===== src/rtl/riscv_data_port.sv =====
// Load/store initiator for a word-wide synchronous data memory with a one-cycle read latency.
// Define RISCV_DATA_PORT_SUBWORD_STORE_EN to build SB/SH read-modify-write; otherwise they are rejected.
module riscv_data_port #(
  parameter logic [31:0] DATA_START_ADDRESS = 32'h00800000,
  parameter int unsigned DATA_BRAMS         = 2
) (
  input  logic        clk,
  input  logic        rst,
  input  logic        req_valid,
  output logic        req_ready,
  input  logic        req_write,
  input  logic [2:0]  req_funct3,
  input  logic [31:0] req_addr,
  input  logic [31:0] req_wdata,
  output logic        resp_valid,
  output logic        resp_err,
  output logic [31:0] resp_rdata,
  output logic [31:0] mem_addr,
  output logic        mem_write,
  output logic [31:0] mem_wdata,
  input  logic [31:0] mem_rdata
);
  localparam int unsigned AW = 11 + DATA_BRAMS;

  typedef enum logic [2:0] {IDLE, RD_ADDR, RD_DATA, WR, RESP} state_e;

  state_e      state_q, state_d;
  logic        write_q, write_d;
  logic [2:0]  funct3_q, funct3_d;
  logic [1:0]  lane_q, lane_d;
  logic [31:0] mem_addr_q, mem_addr_d;
  logic [31:0] mem_wdata_q, mem_wdata_d;
  logic [31:0] resp_rdata_q, resp_rdata_d;
  logic        resp_err_q, resp_err_d;

  logic        req_err;
  logic [7:0]  byte_sel;
  logic [15:0] half_sel;
  logic [31:0] ext_rdata;
  logic [31:0] merged;

  always_comb begin
    req_err = 1'b0;
    if (req_write) begin
`ifdef RISCV_DATA_PORT_SUBWORD_STORE_EN
      if (req_funct3 > 3'd2) req_err = 1'b1;
`else
      if (req_funct3 != 3'd2) req_err = 1'b1;
`endif
    end else if (req_funct3 inside {3'd3, 3'd6, 3'd7}) begin
      req_err = 1'b1;
    end
    if (req_funct3[1:0] == 2'd1 && req_addr[0]) req_err = 1'b1;
    if (req_funct3[1:0] == 2'd2 && req_addr[1:0] != 2'd0) req_err = 1'b1;
    if (req_addr[31:AW] != DATA_START_ADDRESS[31:AW]) req_err = 1'b1;
  end

  // Little-endian lane pick; funct3[2] selects zero extension.
  always_comb begin
    byte_sel = mem_rdata[{lane_q, 3'b000} +: 8];
    half_sel = mem_rdata[{lane_q[1], 4'b0000} +: 16];
    case (funct3_q)
      3'd0:    ext_rdata = {{24{byte_sel[7]}}, byte_sel};
      3'd1:    ext_rdata = {{16{half_sel[15]}}, half_sel};
      3'd4:    ext_rdata = {24'd0, byte_sel};
      3'd5:    ext_rdata = {16'd0, half_sel};
      default: ext_rdata = mem_rdata;
    endcase
  end

`ifdef RISCV_DATA_PORT_SUBWORD_STORE_EN
  // mem_wdata_q still holds the right-justified store data while in RD_DATA.
  always_comb begin
    merged = mem_rdata;
    if (funct3_q[0]) merged[{lane_q[1], 4'b0000} +: 16] = mem_wdata_q[15:0];
    else             merged[{lane_q, 3'b000} +: 8]      = mem_wdata_q[7:0];
  end
`else
  assign merged = mem_wdata_q;
`endif

  always_comb begin
    state_d      = state_q;
    write_d      = write_q;
    funct3_d     = funct3_q;
    lane_d       = lane_q;
    mem_addr_d   = mem_addr_q;
    mem_wdata_d  = mem_wdata_q;
    resp_rdata_d = resp_rdata_q;
    resp_err_d   = resp_err_q;
    case (state_q)
      IDLE: if (req_valid) begin
        write_d  = req_write;
        funct3_d = req_funct3;
        lane_d   = req_addr[1:0];
        if (req_err) begin
          state_d      = RESP;
          resp_err_d   = 1'b1;
          resp_rdata_d = 32'd0;
        end else begin
          mem_addr_d  = {req_addr[31:2], 2'b00};
          mem_wdata_d = req_wdata;
          state_d     = (req_write && req_funct3 == 3'd2) ? WR : RD_ADDR;
        end
      end
      RD_ADDR: state_d = RD_DATA;
      RD_DATA: begin
        if (write_q) begin
          mem_wdata_d = merged;
          state_d     = WR;
        end else begin
          resp_rdata_d = ext_rdata;
          resp_err_d   = 1'b0;
          state_d      = RESP;
        end
      end
      WR: begin
        resp_rdata_d = 32'd0;
        resp_err_d   = 1'b0;
        state_d      = RESP;
      end
      RESP:    state_d = IDLE;
      default: state_d = IDLE;
    endcase
  end

  always_ff @(posedge clk) begin
    if (!rst) begin
      state_q      <= IDLE;
      write_q      <= 1'b0;
      funct3_q     <= 3'd0;
      lane_q       <= 2'd0;
      mem_addr_q   <= 32'd0;
      mem_wdata_q  <= 32'd0;
      resp_rdata_q <= 32'd0;
      resp_err_q   <= 1'b0;
    end else begin
      state_q      <= state_d;
      write_q      <= write_d;
      funct3_q     <= funct3_d;
      lane_q       <= lane_d;
      mem_addr_q   <= mem_addr_d;
      mem_wdata_q  <= mem_wdata_d;
      resp_rdata_q <= resp_rdata_d;
      resp_err_q   <= resp_err_d;
    end
  end

  // Gating with rst lets a reset landing in WR kill the write in that same cycle.
  assign req_ready  = (state_q == IDLE) && rst;
  assign mem_write  = (state_q == WR) && rst;
  assign resp_valid = (state_q == RESP) && rst;
  assign resp_err   = resp_err_q;
  assign resp_rdata = resp_rdata_q;
  assign mem_addr   = mem_addr_q;
  assign mem_wdata  = mem_wdata_q;
endmodule

===== config.mk =====
export PLATFORM = sky130hd
export DESIGN_NAME = riscv_data_port
export DESIGN_NICKNAME = d
export VERILOG_FILES = /design/src/rtl/riscv_data_port.sv
export SDC_FILE = /design/constraint.sdc
export NUM_CORES = 1
export LEC_CHECK = 0
export BUFFER_PORTS_ARGS = -buffer_cell sky130_fd_sc_hd__buf_2
export CAP_MARGIN = 5
export CORE_MARGIN = 4
export CORE_UTILIZATION = 38
export DETAILED_ROUTE_END_ITERATION = 12
export PLACE_DENSITY = 0.76
export REMOVE_ABC_BUFFERS = 1
export SETUP_SLACK_MARGIN = 0.2
export SYNTH_ARGS = -nofsm -noshare
export SYNTH_HDL_FRONTEND = slang
export SYNTH_SLANG_ARGS = --single-unit

===== constraint.sdc =====
create_clock -name clk -period 4.3 [get_ports clk]
set_input_delay 0.43 -clock clk [delete_from_list [all_inputs] [get_ports clk]]
set_output_delay 0.43 -clock clk [all_outputs]
set_load 0.05 [all_outputs]

==> out/qor.yml <==
clk_transition_reported_paths_ps: 70
yosys_warnings: 0
period_minus_slack_ps: 2534
port_buffers: 200
num-nets-final: 788
antenna_violations_before_repair: 1
setup.worst_path.end_class: "register"
synth_edf_count: 0
ios: 203
synth_top_cell_area_share: 0.4754
layout_cell_share_with_drive_strength_beyond_1: 0.3362
ctsHtreeMaxLevel: 3
ctsLongestPathBuffers: 2
worst_ep_arrival_time_ps: 2730
finalSetupViolCount: 0
final_area_um2: 5665
finalClockSkew_ps: 5.641
crit_start_category: "register"
drc_errors: 0
cts_root_buf: "sky130_fd_sc_hd__clkbuf_16"
synth.ff_latch_count: 104
die_h_um: 115.4
synth.cell_area_um2: 4379
dominantRegCellSynth: "sky130_fd_sc_hd__dfxtp_1"
cts_hold_buffers: 0
cts_resized: 0
dieWidth_um: 115.4
detail_route.wirelength_mm: 12.46
synth-seq-area-share: 0.4754
finish.utilization: 0.5114
finalHoldViolCount: 0
syn_to_final_growth_pct: 29.37
rsz0062_at_grt: "no"
critPathRequiredTime_ps: 4490
tritoncts_num_sinks: 104
vias_in_the_first_global_route: 4062
antenna_violating_nets_post_route: 0
hold_path.class: "input port to register"
worstPathMaxFanout: 25
ys_types: 52
async_reset_ff_frac: 0
grt_overflow: 0
pwr_density_cell_nw_per_um2: 345.1
timing_worst_setup_path_type: "register to register"
cts_buffer_count: 9
die_area_um2: 13310
max_slew.worst_pin.slew_ps: 993.0
drtIter0Drc: 297
core_area_um2: 11080
globalRouteTotalUtil: 0.1827
synth_cells: 510
grt_pass1_wl_mm: 19.53
via_per_inst: 5.095
most_frequent_cell_after_synthesis: "sky130_fd_sc_hd__nand2_1"
total_setup_buffers_inserted_after_cts: 0
dr_vias: 4234
setup_slack_after_placement_ps: 1408
total_power_mw: 1.955
rows: 38
max_freq_mhz: 394.7
synth.area.top_cells: "sky130_fd_sc_hd__dfxtp_1 48%, sky130_fd_sc_hd__nand2_1 12%, sky130_fd_sc_hd__a21boi_1 6.9%"
detailed_routing_iteration_count_for_the_pre_antenna_repair_pass: 7
fillCellCount: 1065
maxCapViolCount: 0
yosysTopAreaCell: "sky130_fd_sc_hd__dfxtp_1"
place.gp.congestion: 0.8481
headroom_to_the_max_slew_limit: 0.3380
final_ws_setup_ps: 1766
grt_max_degree: 104
post-route-period-util: 0.5893
final-max-slew-violation-count: 0
yosys-top-cells-count: "145 x sky130_fd_sc_hd__nand2_1, 104 x sky130_fd_sc_hd__dfxtp_1, 40 x sky130_fd_sc_hd__a21boi_1"
tns_ps: 0
placed_cell_area_um2: 5364
power.static_leakage_nw: 2.612
wire_per_inst_um: 14.99
initial_cell_density_of_the_core: 0.3953
place.detailed.hpwl_mm: 9.211
clk_latency_ps: 350
worst_case_vdd_ir_drop_uv: 235.5
outcome: "complete, no violations"
postSynthAreaPerCell_um2: 8.587
tritoncts: "done"
==> where the power goes <==
group / switching [mW] / internal [mW]
sequential: 0.0125 / 0.967
combinational: 0.0918 / 0.0714
clock: 0.377 / 0.435
total: 0.482 / 1.47
==> final timing paths <==
check / from / end / slack (ps) / cells past startpoint
max: lane_q[1]$_SDFFE_PN0P_ / resp_rdata[29]$_SDFFE_PN0P_ / 1770 / 4
min: req_addr[12] / mem_addr[12]$_SDFFE_PN0P_ / 310 / 3
max reg2reg: lane_q[1]$_SDFFE_PN0P_ / resp_rdata[29]$_SDFFE_PN0P_ / 1770 / 4
min reg2reg: mem_wdata[14]$_SDFFE_PN0P_ / mem_wdata[14]$_SDFFE_PN0P_ / 450 / 2
==> worst max-delay path, cell delays in order, from the launching register on <==
cell and delay, ps:
sky130_fd_sc_hd__dfxtp_1 930, sky130_fd_sc_hd__mux4_2 640, sky130_fd_sc_hd__o31a_1 280, sky130_fd_sc_hd__o211ai_2 310
sky130_fd_sc_hd__o22ai_1 210
==> metrics by stage <==
stage	cells	hold slack [ps]
after floorplan	471	464.6
after global placement	814	433.7
after detailed placement	814	439.9
after CTS	830	296.1
after global routing	831	301.3
final	831	309.8
==> per-layer routing <==
| metal | wire length [um] | track usage | up-vias |
|---|---|---|---|
| met2 | 5988 | 0.2940 | 150 |
| met3 | 909 | 0.04368 | 21 |
| met5 | 0 | 0 | - |
| met4 | 321 | 0.08920 | 0 |
| li1 | - | - | 2104 |
| met1 | 5237 | 0.2297 | 1959 |
==> layout by cell type (no fill, tap or decap), types with 2 or more instances in the layout <==
cell type                   count
sky130_fd_sc_hd__conb_1         2
sky130_fd_sc_hd__o22ai_1       20
sky130_fd_sc_hd__nor2b_1        5
sky130_fd_sc_hd__clkbuf_8       2
sky130_fd_sc_hd__a21boi_0      10
sky130_fd_sc_hd__o2bb2ai_1      4
sky130_fd_sc_hd__clkinv_4       2
sky130_fd_sc_hd__nor4_1         3
sky130_fd_sc_hd__buf_2        200
sky130_fd_sc_hd__a21boi_1      40
sky130_fd_sc_hd__nand3_1        2
sky130_fd_sc_hd__buf_4          3
sky130_fd_sc_hd__a31oi_1        6
sky130_fd_sc_hd__and3_1        19
sky130_fd_sc_hd__inv_6          2
sky130_fd_sc_hd__dfxtp_1      104
sky130_fd_sc_hd__mux2i_1        9
sky130_fd_sc_hd__o221ai_1      10
sky130_fd_sc_hd__nor3_1         9
sky130_fd_sc_hd__nand2b_1       5
sky130_fd_sc_hd__clkbuf_16      9
sky130_fd_sc_hd__a2bb2oi_1      7
sky130_fd_sc_hd__nand2_1      145
sky130_fd_sc_hd__a21oi_1        6
sky130_fd_sc_hd__inv_1          4
sky130_fd_sc_hd__o211ai_2       2
sky130_fd_sc_hd__o21ai_0        9
sky130_fd_sc_hd__nor2_1        25
==> state kept, by name, indices dropped and copies added, names as in the netlist <==
signal and flops:
lane_q 2, resp_rdata 32, funct3_q 3, mem_wdata 32, write_q 1, resp_err 1
state_q 3, mem_addr 30
==> final cells by class <==
cell class              count  area (um2)  area share
diodes                      1       2.502   0.0004417
clock buffers              11       252.7     0.04461
clock inverters             5       46.29    0.008171
inverters                   5       18.77    0.003313
multi-input cells         362        2064      0.3644
flip-flops and latches    104        2082      0.3675
well taps                 140       175.2     0.03092
repair buffers            203        1023      0.1807
==> cells by family (layout without fill, tap and decap cells) <==
group                     after synthesis  count (layout)  share of synthesized area
AOI/OAI and AO/OA                     121             121                     0.2017
xor gates and xnor gates                1               1                   0.002000
and+or+nand+nor                       227             227                     0.2374
DFF                                   104             104                     0.4754
buffers and inverters                  45             224                    0.05428
other                                   1               3                  0.0008563
muxes                                  11              11                    0.02829
No activity file was read; power rests on OpenSTA's default activity.
